`config.mk`:
```
export PLATFORM = sky130hd
export DESIGN_NAME = alarm_ring_controller_flat
export DESIGN_NICKNAME = d
export VERILOG_FILES = /design/src/rtl/alarm_ring_controller_if.sv /design/src/rtl/alarm_ring_controller.sv /design/src/flat_wrapper.sv
export SDC_FILE = /design/constraint.sdc
export NUM_CORES = 1
export LEC_CHECK = 0
export ABC_AREA = 1
export BUFFER_PORTS_ARGS = -buffer_cell sky130_fd_sc_hd__buf_2
export CAP_MARGIN = 25
export CELL_PAD_IN_SITES_DETAIL_PLACEMENT = 0
export CELL_PAD_IN_SITES_GLOBAL_PLACEMENT = 1
export CORE_ASPECT_RATIO = 0.7
export CORE_MARGIN = 2
export CORE_UTILIZATION = 40
export DETAILED_ROUTE_END_ITERATION = 10
export PLACE_DENSITY = 0.79
export REMOVE_ABC_BUFFERS = 1
export SYNTH_ARGS = -nofsm -noshare
export SYNTH_HDL_FRONTEND = slang
export SYNTH_SLANG_ARGS = --single-unit
```
`constraint.sdc`:
```
create_clock -name clk -period 3.87 [get_ports clk]
set_input_delay 0.387 -clock clk [delete_from_list [all_inputs] [get_ports clk]]
set_output_delay 0.387 -clock clk [all_outputs]
set_load 0.02 [all_outputs]
```
`src/rtl/alarm_ring_controller_if.sv`:
```
// Alarm ring controller bus: alarm/button inputs from upstream, buzzer/status outputs to the pins.
// Upstream (time-compare stage, button conditioning) drives through master; the controller uses slave.
interface alarm_ring_controller_if;
  logic       alarm_match;
  logic       armed;
  logic       snooze_btn;
  logic       stop_btn;
  logic       buzzer;
  logic       ringing;
  logic       snoozing;
  logic [2:0] snooze_count;
  logic       missed;
  logic [1:0] state;

  modport master (
    output alarm_match, armed, snooze_btn, stop_btn,
    input  buzzer, ringing, snoozing, snooze_count, missed, state
  );

  modport slave (
    input  alarm_match, armed, snooze_btn, stop_btn,
    output buzzer, ringing, snoozing, snooze_count, missed, state
  );
endinterface

```
`src/rtl/alarm_ring_controller.sv`:
```
// Turns the one-cycle alarm match pulse into a beeping ring sequence with bounded snooze,
// stop control and a ring timeout that leaves a sticky missed-alarm flag.
module alarm_ring_controller #(
  parameter int BEEP_ON       = 2,
  parameter int BEEP_OFF      = 2,
  parameter int RING_TIMEOUT  = 16,
  parameter int SNOOZE_CYCLES = 8,
  parameter int MAX_SNOOZE    = 3
) (
  input  logic                    clk,
  input  logic                    reset,
  alarm_ring_controller_if.slave  bus
);

  localparam int BEEP_PERIOD = BEEP_ON + BEEP_OFF;
  localparam int BEEP_W      = $clog2(BEEP_PERIOD);
  localparam int RING_W      = $clog2(RING_TIMEOUT);
  localparam int SNZ_W       = (SNOOZE_CYCLES > 1) ? $clog2(SNOOZE_CYCLES) : 1;

  localparam logic [BEEP_W-1:0] BEEP_LAST = BEEP_W'(BEEP_PERIOD - 1);
  localparam logic [BEEP_W-1:0] BEEP_ON_V = BEEP_W'(BEEP_ON);
  localparam logic [RING_W-1:0] RING_LAST = RING_W'(RING_TIMEOUT - 1);
  localparam logic [SNZ_W-1:0]  SNZ_LAST  = SNZ_W'(SNOOZE_CYCLES - 1);
  localparam logic [2:0]        SNZ_MAX   = 3'(MAX_SNOOZE);

  typedef enum logic [1:0] {
    IDLE   = 2'd0,
    RING   = 2'd1,
    SNOOZE = 2'd2
  } state_t;

  state_t              state_q, state_d;
  logic [BEEP_W-1:0]   beep_cnt_q, beep_cnt_d;
  logic [RING_W-1:0]   ring_tmr_q, ring_tmr_d;
  logic [SNZ_W-1:0]    snz_tmr_q, snz_tmr_d;
  logic [2:0]          snooze_count_q, snooze_count_d;
  logic                missed_q, missed_d;
  logic                snooze_btn_q, stop_btn_q;
  logic                snooze_press, stop_press;

  assign snooze_press = bus.snooze_btn & ~snooze_btn_q;
  assign stop_press   = bus.stop_btn & ~stop_btn_q;

  always_ff @(posedge clk) begin
    if (reset) begin
      state_q        <= IDLE;
      beep_cnt_q     <= '0;
      ring_tmr_q     <= '0;
      snz_tmr_q      <= '0;
      snooze_count_q <= '0;
      missed_q       <= 1'b0;
      snooze_btn_q   <= 1'b0;
      stop_btn_q     <= 1'b0;
    end else begin
      state_q        <= state_d;
      beep_cnt_q     <= beep_cnt_d;
      ring_tmr_q     <= ring_tmr_d;
      snz_tmr_q      <= snz_tmr_d;
      snooze_count_q <= snooze_count_d;
      missed_q       <= missed_d;
      snooze_btn_q   <= bus.snooze_btn;
      stop_btn_q     <= bus.stop_btn;
    end
  end

  // Stop (or disarm) beats snooze, and any accepted press beats the timeout in the same cycle.
  always_comb begin
    state_d        = state_q;
    beep_cnt_d     = beep_cnt_q;
    ring_tmr_d     = ring_tmr_q;
    snz_tmr_d      = snz_tmr_q;
    snooze_count_d = snooze_count_q;
    missed_d       = missed_q;

    case (state_q)
      IDLE: begin
        if (bus.alarm_match && bus.armed) begin
          state_d        = RING;
          beep_cnt_d     = '0;
          ring_tmr_d     = '0;
          snooze_count_d = '0;
          missed_d       = 1'b0;
        end else if (stop_press) begin
          missed_d = 1'b0;
        end
      end

      RING: begin
        if (!bus.armed || stop_press) begin
          state_d        = IDLE;
          snooze_count_d = '0;
        end else if (snooze_press && (snooze_count_q < SNZ_MAX)) begin
          state_d        = SNOOZE;
          snooze_count_d = snooze_count_q + 3'd1;
          snz_tmr_d      = '0;
        end else if (ring_tmr_q == RING_LAST) begin
          state_d        = IDLE;
          missed_d       = 1'b1;
          snooze_count_d = '0;
        end else begin
          ring_tmr_d = ring_tmr_q + RING_W'(1);
          beep_cnt_d = (beep_cnt_q == BEEP_LAST) ? '0 : beep_cnt_q + BEEP_W'(1);
        end
      end

      SNOOZE: begin
        if (!bus.armed || stop_press) begin
          state_d        = IDLE;
          snooze_count_d = '0;
        end else if (snz_tmr_q == SNZ_LAST) begin
          state_d    = RING;
          ring_tmr_d = '0;
          beep_cnt_d = '0;
        end else begin
          snz_tmr_d = snz_tmr_q + SNZ_W'(1);
        end
      end

      default: state_d = IDLE;
    endcase
  end

  assign bus.ringing      = (state_q == RING);
  assign bus.snoozing     = (state_q == SNOOZE);
  assign bus.buzzer       = (state_q == RING) && (beep_cnt_q < BEEP_ON_V);
  assign bus.snooze_count = snooze_count_q;
  assign bus.missed       = missed_q;
  assign bus.state        = state_q;

endmodule

```
`src/flat_wrapper.sv`:
```
// flat-port wrapper written by rule: the top's interface ports become plain ports
module alarm_ring_controller_flat 
#(
  parameter int BEEP_ON       = 2,
  parameter int BEEP_OFF      = 2,
  parameter int RING_TIMEOUT  = 16,
  parameter int SNOOZE_CYCLES = 8,
  parameter int MAX_SNOOZE    = 3
)
  (clk, reset, bus_alarm_match, bus_armed, bus_snooze_btn, bus_stop_btn, bus_buzzer, bus_ringing, bus_snoozing, bus_snooze_count, bus_missed, bus_state);
  alarm_ring_controller_if bus_i ();
  input  logic clk;
  input  logic reset;
  input wire logic [$bits(bus_i.alarm_match)-1:0] bus_alarm_match;
  input wire logic [$bits(bus_i.armed)-1:0] bus_armed;
  input wire logic [$bits(bus_i.snooze_btn)-1:0] bus_snooze_btn;
  input wire logic [$bits(bus_i.stop_btn)-1:0] bus_stop_btn;
  output wire logic [$bits(bus_i.buzzer)-1:0] bus_buzzer;
  output wire logic [$bits(bus_i.ringing)-1:0] bus_ringing;
  output wire logic [$bits(bus_i.snoozing)-1:0] bus_snoozing;
  output wire logic [$bits(bus_i.snooze_count)-1:0] bus_snooze_count;
  output wire logic [$bits(bus_i.missed)-1:0] bus_missed;
  output wire logic [$bits(bus_i.state)-1:0] bus_state;
  assign bus_i.alarm_match = bus_alarm_match;
  assign bus_i.armed = bus_armed;
  assign bus_i.snooze_btn = bus_snooze_btn;
  assign bus_i.stop_btn = bus_stop_btn;
  assign bus_buzzer = bus_i.buzzer;
  assign bus_ringing = bus_i.ringing;
  assign bus_snoozing = bus_i.snoozing;
  assign bus_snooze_count = bus_i.snooze_count;
  assign bus_missed = bus_i.missed;
  assign bus_state = bus_i.state;
  alarm_ring_controller #(.BEEP_ON(BEEP_ON), .BEEP_OFF(BEEP_OFF), .RING_TIMEOUT(RING_TIMEOUT), .SNOOZE_CYCLES(SNOOZE_CYCLES), .MAX_SNOOZE(MAX_SNOOZE)) u_core (.clk(clk), .reset(reset), .bus(bus_i));
endmodule
```
==> results of run 1 <==
==> routing by layer <==
metal	GRT usage (%)	vias up
li1	-	480
met3	5.26	2
met5	0	-
met2	21.5	20
met4	2.55	0
met1	24.2	370
==> per-stage QoR <==
step,utilization [%],total power (uW)
after global routing,49.1,408
after CTS,49.1,383
final,49.1,376
after global placement,47.9,284
after detailed placement,47.9,286
after floorplan,-,262
==> critical path: stages (launching register included) <==
cell     delay [ns]
dfxtp_1        0.42
inv_2          0.09
nor2_4         0.20
inv_1          0.12
nor2_1         0.12
buf_2          0.18
==> placed cells by master (no fill, tap or decap) <==
cell / count
a21oi_1: 9
a21oi_2: 1
a31o_2: 1
buf_2: 14
clkbuf_1: 1
clkbuf_4: 3
dfxtp_1: 17
ha_1: 5
inv_1: 17
inv_2: 1
nand2_1: 39
nand2_2: 2
nand3_1: 7
nand3_2: 1
nand3b_1: 1
nand4_1: 2
nor2_1: 30
nor2_2: 2
nor2_4: 2
nor3_1: 2
o21ai_0: 2
or2_0: 1
==> sequential cells by signal, indices dropped and copies added, names as in the netlist <==
register,flops
u_core.beep_cnt_q,2
u_core.bus.missed,1
u_core.bus.snooze_count,3
u_core.bus.state,2
u_core.ring_tmr_q,4
u_core.snooze_btn_q,1
u_core.snz_tmr_q,3
u_core.stop_btn_q,1
==> where the power goes <==
group	switching, uW	internal [uW]
logic	54.4	29.3
registers	10.4	187
clock network	55.0	40.0
total	120	256
==> how the worst min path moves through the flow <==
| stage | from | to | slack, ns | cells past startpoint |
|---|---|---|---|---|
| global placement | u_core.bus.missed$_SDFFE_PP0P_ | u_core.bus.missed$_SDFFE_PP0P_ | 0.43 | 2 |
| floorplan | u_core.snz_tmr_q[1]$_SDFFE_PP0P_ | u_core.snz_tmr_q[1]$_SDFFE_PP0P_ | 0.44 | 2 |
| finish | bus_snooze_btn | u_core.snooze_btn_q$_SDFF_PP0_ | 0.31 | 3 |
| detailed placement | u_core.bus.missed$_SDFFE_PP0P_ | u_core.bus.missed$_SDFFE_PP0P_ | 0.44 | 2 |
| global route | bus_snooze_btn | u_core.snooze_btn_q$_SDFF_PP0_ | 0.31 | 3 |
| CTS | bus_stop_btn | u_core.stop_btn_q$_SDFF_PP0_ | 0.30 | 3 |
==> cell type report <==
class / instances / area (um^2)
Inverter: 18 / 67.6
Clock buffer: 4 / 26.3
Multi-Input combinational cell: 107 / 523
Fill cell: 245 / 1100
Tap cell: 32 / 40.0
Timing Repair Buffer: 14 / 70.1
Sequential cell: 17 / 340
==> cell families after synthesis <==
group	after synthesis	synth area share, %
AND/OR/NAND/NOR	89	41.5
flip-flops	17	36.4
buffers and inverters	19	7.63
AO/OA/AOI/OAI	13	7.76
adder cells (fa/ha/maj)	5	6.69
==> flow_summary.yaml, run 1 <==
clock_tree:
  ctsResizeCount: 0
  worstSkewPairLatency_ns: 0.29
  clock_sinks: 17
  cts_buffer_depth: 2
  cts_made_buffers: 3
  clk_pin_slew_ns: 0.10
  root_buffer: "clkbuf_4"
  htreeDepth: 1
  cts_hold_buf: 0
  cts_setup_buffers: 0
  cts_tree: "done"
timing:
  finalCritPeriodShare_pct: 46.4
  slew_viol_final: 0
  finClkSkew_ns: 0.00607
  final.setup.tns_ns: 0
  fin_crit_ns: 1.80
  layout_setup_ws_ns: 2.07
  relSlewSlack_pct: 78.8
  setup_viol: 0
  rsz0062_at_grt: "no"
  tightest_slew_ns: 0.317
  finalHoldViolations: 0
  hold_ws_ns: 0.312
  max_freq_mhz: 556
die:
  dieArea_um2: 2750
  rows: 14
  io_pins: 15
  core_um2: 2170
  die_h_um: 44.4
  initial_utilization_pct: 43.0
  die_w_um: 61.8
global_routing:
  grt_usage_pct: 15.8
  grt_max_degree: 11
  antenna_found_initial: 0
  first_global_vias: 683
  grt_pass1_wl_um: 3170
  grt_overflow: 0
synthesis:
  yosys_warnings: 0
  yosysTopAreaCell: "dfxtp_1"
  synthTopCellsByCount: "nand2_1 (39), nor2_1 (30), dfxtp_1 (17), inv_1 (17), a21oi_1 (9)"
  yosysUniqueCellTypes: 20
  synth_edf_count: 0
  synth_seq_area_share_pct: 36.4
  ys_ff_latch: 17
  syn_area_um2: 935
  ys.flop_type: "dfxtp_1"
  synthCells: 143
  synth_most_common_cell: "nand2_1"
  synth_area_leaders: "dfxtp_1 (36%), nand2_1 (16%), nor2_1 (12%)"
  synth_top_area_share_pct: 36.4
  syn_avg_cell_area_um2: 6.54
  async_flop_share_pct: 0
route:
  routed-wl-met2_um: 702
  antenna_left: 0
  drc: 0
  top_layer_used: "met4"
  routed_wl_um: 1880
  vias: 872
  wl_per_cell_um: 9.80
  viasPerCell: 4.54
  firstDrtPassIters: 4
  wl_met1_um: 1060
  drt_iter0_markers: 42
  met3_wirelength_um: 105
placement:
  place_ws_ns: 2.35
  io_buffer_count: 14
  routabilityCongestion: 0.758
  place_inst: 188
  dp_hpwl_um: 1480
  placed_cell_area_um2: 1040
critical_path:
  rr_worst_depth: 7
  worstSetupPathType: "flip-flop to output pin"
  rr_startpoint: "u_core.snz_tmr_q[0]$_SDFFE_PP0P_"
  startpoint: "u_core.bus.state[0]$_SDFFE_PP0P_"
  start_kind: "flip-flop"
  worstSetupEndpointType: "output pin"
  critPathArrivalTime_ns: 1.41
  r2r_slack_ns: 2.33
  crit_end: "bus_buzzer"
  cp_data_required_time_ns: 3.48
  crit_fanout: 9
  r2r-end: "u_core.snz_tmr_q[2]$_SDFFE_PP0P_"
power_and_ir_drop:
  p_per_area_nw_per_um2: 352
  ir_drop_uv: 175
  p_leak_uw: 0.000552
finish:
  final_area_um2: 1070
  num_antenna_cells: 0
  stdcell_count: 192
  nNetsFinal: 172
  drive_above_1_share_pct: 16.9
  areaGrowthSynthToFinish_pct: 14.2
worst_hold_path:
  hp-class: "input pin to flip-flop"
run:
  maxCapViolations: 0
status:
  status: "finished clean"
Note: power is estimated with default switching activity, not from simulation.
==> inputs of run 2 (changes only) <==
--- a/config.mk
+++ b/config.mk
@@ -12,9 +12,9 @@
 export CELL_PAD_IN_SITES_GLOBAL_PLACEMENT = 1
 export CORE_ASPECT_RATIO = 0.7
 export CORE_MARGIN = 2
-export CORE_UTILIZATION = 40
+export CORE_UTILIZATION = 34
 export DETAILED_ROUTE_END_ITERATION = 10
-export PLACE_DENSITY = 0.79
+export PLACE_DENSITY = 0.72
 export REMOVE_ABC_BUFFERS = 1
 export SYNTH_ARGS = -nofsm -noshare
 export SYNTH_HDL_FRONTEND = slang
==> constraint.sdc (replaced) <==
create_clock -name clk -period 1.5 [get_ports clk]
set_input_delay 0.15 -clock clk [delete_from_list [all_inputs] [get_ports clk]]
set_output_delay 0.15 -clock clk [all_outputs]
set_load 0.02 [all_outputs]
==> flow_summary.yaml, run 2 (synthesized netlist as in run 1, its figures left out) <==
status:
  status: "finished clean"
route:
  drt_iter0_markers: 36
  wl_per_cell_um: 10.7
  antenna_left: 0
  routed_wl_um: 2130
  viasPerCell: 4.54
  firstDrtPassIters: 4
  drc: 0
  vias: 903
power_and_ir_drop:
  p_leak_uw: 0.000580
  ir_drop_uv: 474
  p_per_area_nw_per_um2: 935
  p_total_uw: 1090
placement:
  place_inst: 191
  placed_cell_area_um2: 1050
  io_buffer_count: 14
  routabilityCongestion: 0.751
  dp_hpwl_um: 1540
timing:
  finClkSkew_ns: 0.00133
  relSlewSlack_pct: 82.1
  setup_viol: 0
  slew_viol_final: 0
  rsz0062_at_grt: "yes"
  tightest_slew_ns: 0.268
  finalHoldViolations: 0
  fin_crit_ns: 1.48
  finalCritPeriodShare_pct: 99.0
  max_freq_mhz: 673
clock_tree:
  clock_sinks: 17
  cts_made_buffers: 3
  worstSkewPairLatency_ns: 0.25
  htreeDepth: 1
  root_buffer: "clkbuf_8"
  clk_pin_slew_ns: 0.06
  cts_tree: "done"
  cts_buffer_depth: 2
critical_path:
  crit_fanout: 8
  worst_path_max_delay_cell: "dfxtp_2"
  critPathTopFamily: "simple AND/OR/NAND/NOR gates"
  worstPathCellList: "ha_4 > ha_4 > nand3b_1 > inv_1 > nor2_1 > nand2_1 > nor2_4 > nand2_1 > nand2_1 > nor2_1"
  cp_common_cell: "nand2_1"
  start_kind: "flip-flop"
  critical_path.max_stage_delay_ns: 0.36
  worstSetupPathType: "flip-flop to flip-flop"
  cp_data_required_time_ns: 1.65
  critPathBufInv: 1
  worstSetupEndpointType: "flip-flop"
  critPathArrivalTime_ns: 1.64
die:
  io_pins: 15
  core_um2: 2530
  die_w_um: 66.7
  initial_utilization_pct: 36.9
  die_h_um: 47.9
  rows: 15
  dieArea_um2: 3190
finish:
  final_common_cell: "nand2_1"
  largest_reg_flops: 4
  drive_above_1_share_pct: 24.2
  stdcell_count: 199
  num_antenna_cells: 0
  top_register: "u_core.ring_tmr_q"
  nNetsFinal: 177
  mostFrequentLayoutCells: "nand2_1 (39), nor2_1 (29), inv_1 (17)"
  final_area_um2: 1170
  areaGrowthSynthToFinish_pct: 25.3
global_routing:
  grt_max_degree: 11
  use_met3_pct: 5.18
  grt_pass1_wl_um: 3330
  antenna_found_initial: 0
  grt.busiest_layer: "met1"
  grt_usage_pct: 14.3
  grt_overflow: 0
  met2_usage_pct: 18.2
  first_global_vias: 699
  use_met1_pct: 21.0
worst_hold_path:
  hp-class: "input pin to flip-flop"
run:
  maxCapViolations: 0
-- run 2: changes by cell type in the layout (fill, tap and decap cells not counted), moves of 2 or more --
| cell | delta |
|---|---|
| ha_1 | -2 |
| ha_4 | +2 |
| clkbuf_8 | +3 |
| clkbuf_4 | -3 |
| buf_4 | +5 |
| dfxtp_2 | +4 |
| dfxtp_1 | -5 |
-- run 2: final timing paths --
path                                                        from                           endpoint  slack, ns  depth (start not counted)
worst min register to register    u_core.bus.missed$_SDFFE_PP0P_     u_core.bus.missed$_SDFFE_PP0P_       0.45                          2
worst max register to register  u_core.snz_tmr_q[1]$_SDFFE_PP0P_  u_core.ring_tmr_q[1]$_SDFFE_PP0P_       0.02                         10
worst max-delay path            u_core.snz_tmr_q[1]$_SDFFE_PP0P_  u_core.ring_tmr_q[1]$_SDFFE_PP0P_       0.02                         10
worst min-delay path                              bus_snooze_btn     u_core.snooze_btn_q$_SDFF_PP0_       0.11                          3
-- run 2: layout make-up --
type / instances / area [um^2]
Sequential cell: 17 / 349
Fill cell: 267 / 1360
Inverter: 18 / 70.1
Tap cell: 34 / 42.5
Multi-Input combinational cell: 107 / 551
Timing Repair Buffer: 19 / 114
Clock buffer: 4 / 45.0
-- run 2: worst register-to-register path, stage by stage (launching register included) --
cell and delay, ns:
dfxtp_2 0.36, ha_4 0.14, ha_4 0.11, nand3b_1 0.15, inv_1 0.06, nor2_1 0.09
nand2_1 0.09, nor2_4 0.21, nand2_1 0.08, nand2_1 0.06, nor2_1 0.04
-- run 2: routing by layer --
layer	routed length (um)	up-vias
met5	0	-
met4	40	0
met3	122	7
met2	833	20
met1	1130	384
li1	-	492
-- run 2: timing repair --
action | in CTS | in global routing
pin swaps | 0 | 11
hold buffers | 0 | 0
setup buffers | 0 | 4
setup endpoints to repair | 3 | 10
gates resized for setup | 3 | 11
-- run 2: metrics by stage --
stage / TNS [ns] / hold WS, ns / util [%] / setup slack [ns]
2_1_floorplan: 0 / 0.212 / - / 0.0394
3_3_place_gp: 0 / 0.367 / 41.5 / 0.0385
3_5_place_dp: 0 / 0.376 / 41.5 / 0.000790
4_1_cts: 0 / 0.109 / 43.5 / 0.00151
5_1_grt: -0.510 / 0.122 / 46.2 / -0.107
6_report: 0 / 0.109 / 46.2 / 0.0151
-- run 2: power breakdown --
group	switching, uW	internal, uW
logic	146	93.4
clock network	155	189
registers	29.4	483
total	330	765
==> inputs of run 3 (changes only) <==
--- a/config.mk
+++ b/config.mk
@@ -12,9 +12,9 @@
 export CELL_PAD_IN_SITES_GLOBAL_PLACEMENT = 1
 export CORE_ASPECT_RATIO = 0.7
 export CORE_MARGIN = 2
-export CORE_UTILIZATION = 34
+export CORE_UTILIZATION = 40
 export DETAILED_ROUTE_END_ITERATION = 10
-export PLACE_DENSITY = 0.72
+export PLACE_DENSITY = 0.79
 export REMOVE_ABC_BUFFERS = 1
 export SYNTH_ARGS = -nofsm -noshare
 export SYNTH_HDL_FRONTEND = slang
==> constraint.sdc (replaced) <==
create_clock -name clk -period 1.85 [get_ports clk]
set_input_delay 0.185 -clock clk [delete_from_list [all_inputs] [get_ports clk]]
set_output_delay 0.185 -clock clk [all_outputs]
set_load 0.02 [all_outputs]
==> flow_summary.yaml, run 3 (synthesized netlist as in run 1, its figures left out) <==
timing:
  slew_viol_final: 0
  hold_ws_ns: 0.105
  finalCritPeriodShare_pct: 88.9
  finalHoldViolations: 0
  max_freq_mhz: 608
  finClkSkew_ns: 0.00616
  fin_crit_ns: 1.64
  setup_viol: 0
  tightest_slew_ns: 0.326
  final.setup.tns_ns: 0
  layout_setup_ws_ns: 0.205
  relSlewSlack_pct: 78.3
  rsz0062_at_grt: "no"
global_routing:
  met2_usage_pct: 22.1
  antenna_found_initial: 0
  grt_pass1_wl_um: 3140
  grt_usage_pct: 15.6
  use_met1_pct: 23.1
  use_met3_pct: 5.26
  grt_overflow: 0
  grt_max_degree: 11
  grt.busiest_layer: "met1"
  first_global_vias: 711
finish:
  fin_util_pct: 49.1
  top_register: "u_core.ring_tmr_q"
  final_common_cell: "nand2_1"
  mostFrequentLayoutCells: "nand2_1 (39), nor2_1 (30), inv_1 (17), dfxtp_1 (17), buf_2 (14)"
  num_antenna_cells: 0
  nNetsFinal: 172
  regArea_um2: 340
  drive_above_1_share_pct: 16.9
  areaGrowthSynthToFinish_pct: 14.2
  n_fill_cell: 253
  multi_input_comb_area_um2: 523
  largest_reg_flops: 4
critical_path:
  startpoint: "u_core.bus.state[0]$_SDFFE_PP0P_"
  r2r_slack_ns: 0.31
  r2r-end: "u_core.snz_tmr_q[1]$_SDFFE_PP0P_"
  worstSetupPathType: "flip-flop to output pin"
  start_kind: "flip-flop"
  rr_startpoint: "u_core.bus.state[0]$_SDFFE_PP0P_"
  cp_data_required_time_ns: 1.66
  crit_fanout: 9
  worstSetupEndpointType: "output pin"
  critPathArrivalTime_ns: 1.46
  rr_worst_depth: 7
clock_tree:
  root_buffer: "clkbuf_4"
  cts_buffer_depth: 2
  clock_sinks: 17
  cts_made_buffers: 3
  cts_hold_buf: 0
  htreeDepth: 1
  ctsResizeCount: 0
  clk_pin_slew_ns: 0.10
  cts_tree: "done"
  cts_setup_buffers: 0
  worstSkewPairLatency_ns: 0.29
die:
  dieArea_um2: 2750
  io_pins: 15
  die_h_um: 44.4
  core_um2: 2170
  rows: 14
  initial_utilization_pct: 43.0
  die_w_um: 61.8
run:
  maxCapViolations: 0
placement:
  routabilityCongestion: 0.740
  dp_hpwl_um: 1480
  io_buffer_count: 14
  place_ws_ns: 0.341
worst_hold_path:
  holdPathStages: 3
  hold_end: "u_core.snooze_btn_q$_SDFF_PP0_"
  hp-start: "bus_snooze_btn"
  hp-class: "input pin to flip-flop"
route:
  routed_wl_um: 1940
  wl_per_cell_um: 10.1
  drc: 0
  drt_iter0_markers: 49
  viasPerCell: 4.60
  firstDrtPassIters: 4
  antenna_left: 0
  vias: 884
power_and_ir_drop:
  p_leak_uw: 0.000552
  p_per_area_nw_per_um2: 742
  ir_drop_uv: 427
  p_total_uw: 792
status:
  status: "finished clean"
==> run 3: changes by cell type in the layout (fill, tap and decap cells not counted), sizes merged <==
cell,previous run,this run
buf,19,14
==> run 3: final cells by class <==
type / instances / area share [%]
clock buffers: 4 / 2.46
flip-flops and latches: 17 / 31.9
multi-input cells: 107 / 49.0
well taps: 32 / 3.75
repair buffers: 14 / 6.57
inverters: 18 / 6.33
==> run 3: worst max-delay path by stage <==
stage / slack [ns] / end
3_3_place_gp: 0.39 / u_core.snz_tmr_q[1]$_SDFFE_PP0P_
4_1_cts: 0.22 / bus_buzzer
6_report: 0.21 / bus_buzzer
2_1_floorplan: 0.39 / u_core.snz_tmr_q[1]$_SDFFE_PP0P_
3_5_place_dp: 0.34 / u_core.snz_tmr_q[2]$_SDFFE_PP0P_
5_1_grt: 0.12 / bus_buzzer
==> run 3: critical path: stages, from the launching register on <==
cell and delay [ns]:
dfxtp_1 0.43, inv_2 0.09, nor2_4 0.23, inv_1 0.13
nor2_1 0.12, buf_2 0.17
==> run 3: layer usage <==
layer / share of wire (%) / up-vias
met2: 37 / 22
met5: 0 / -
met3: 6.2 / 2
met1: 56 / 379
li1: - / 481
met4: 0.67 / 0
==> run 3: power breakdown <==
| group | leakage, uW | total [uW] | switching, uW | internal (uW) |
|---|---|---|---|---|
| Sequential | 0.000139 | 413 | 22.3 | 391 |
| Combinational | 0.000398 | 176 | 114 | 61.5 |
| Clock | 0.0000150 | 203 | 119 | 83.8 |
==> run 3: stage by stage <==
stage | cells | cell area [um^2]
final | 192 | 1070
after global routing | 192 | 1070
after CTS | 192 | 1070
after detailed placement | 188 | 1040
after global placement | 188 | 1040
after floorplan | 142 | 931
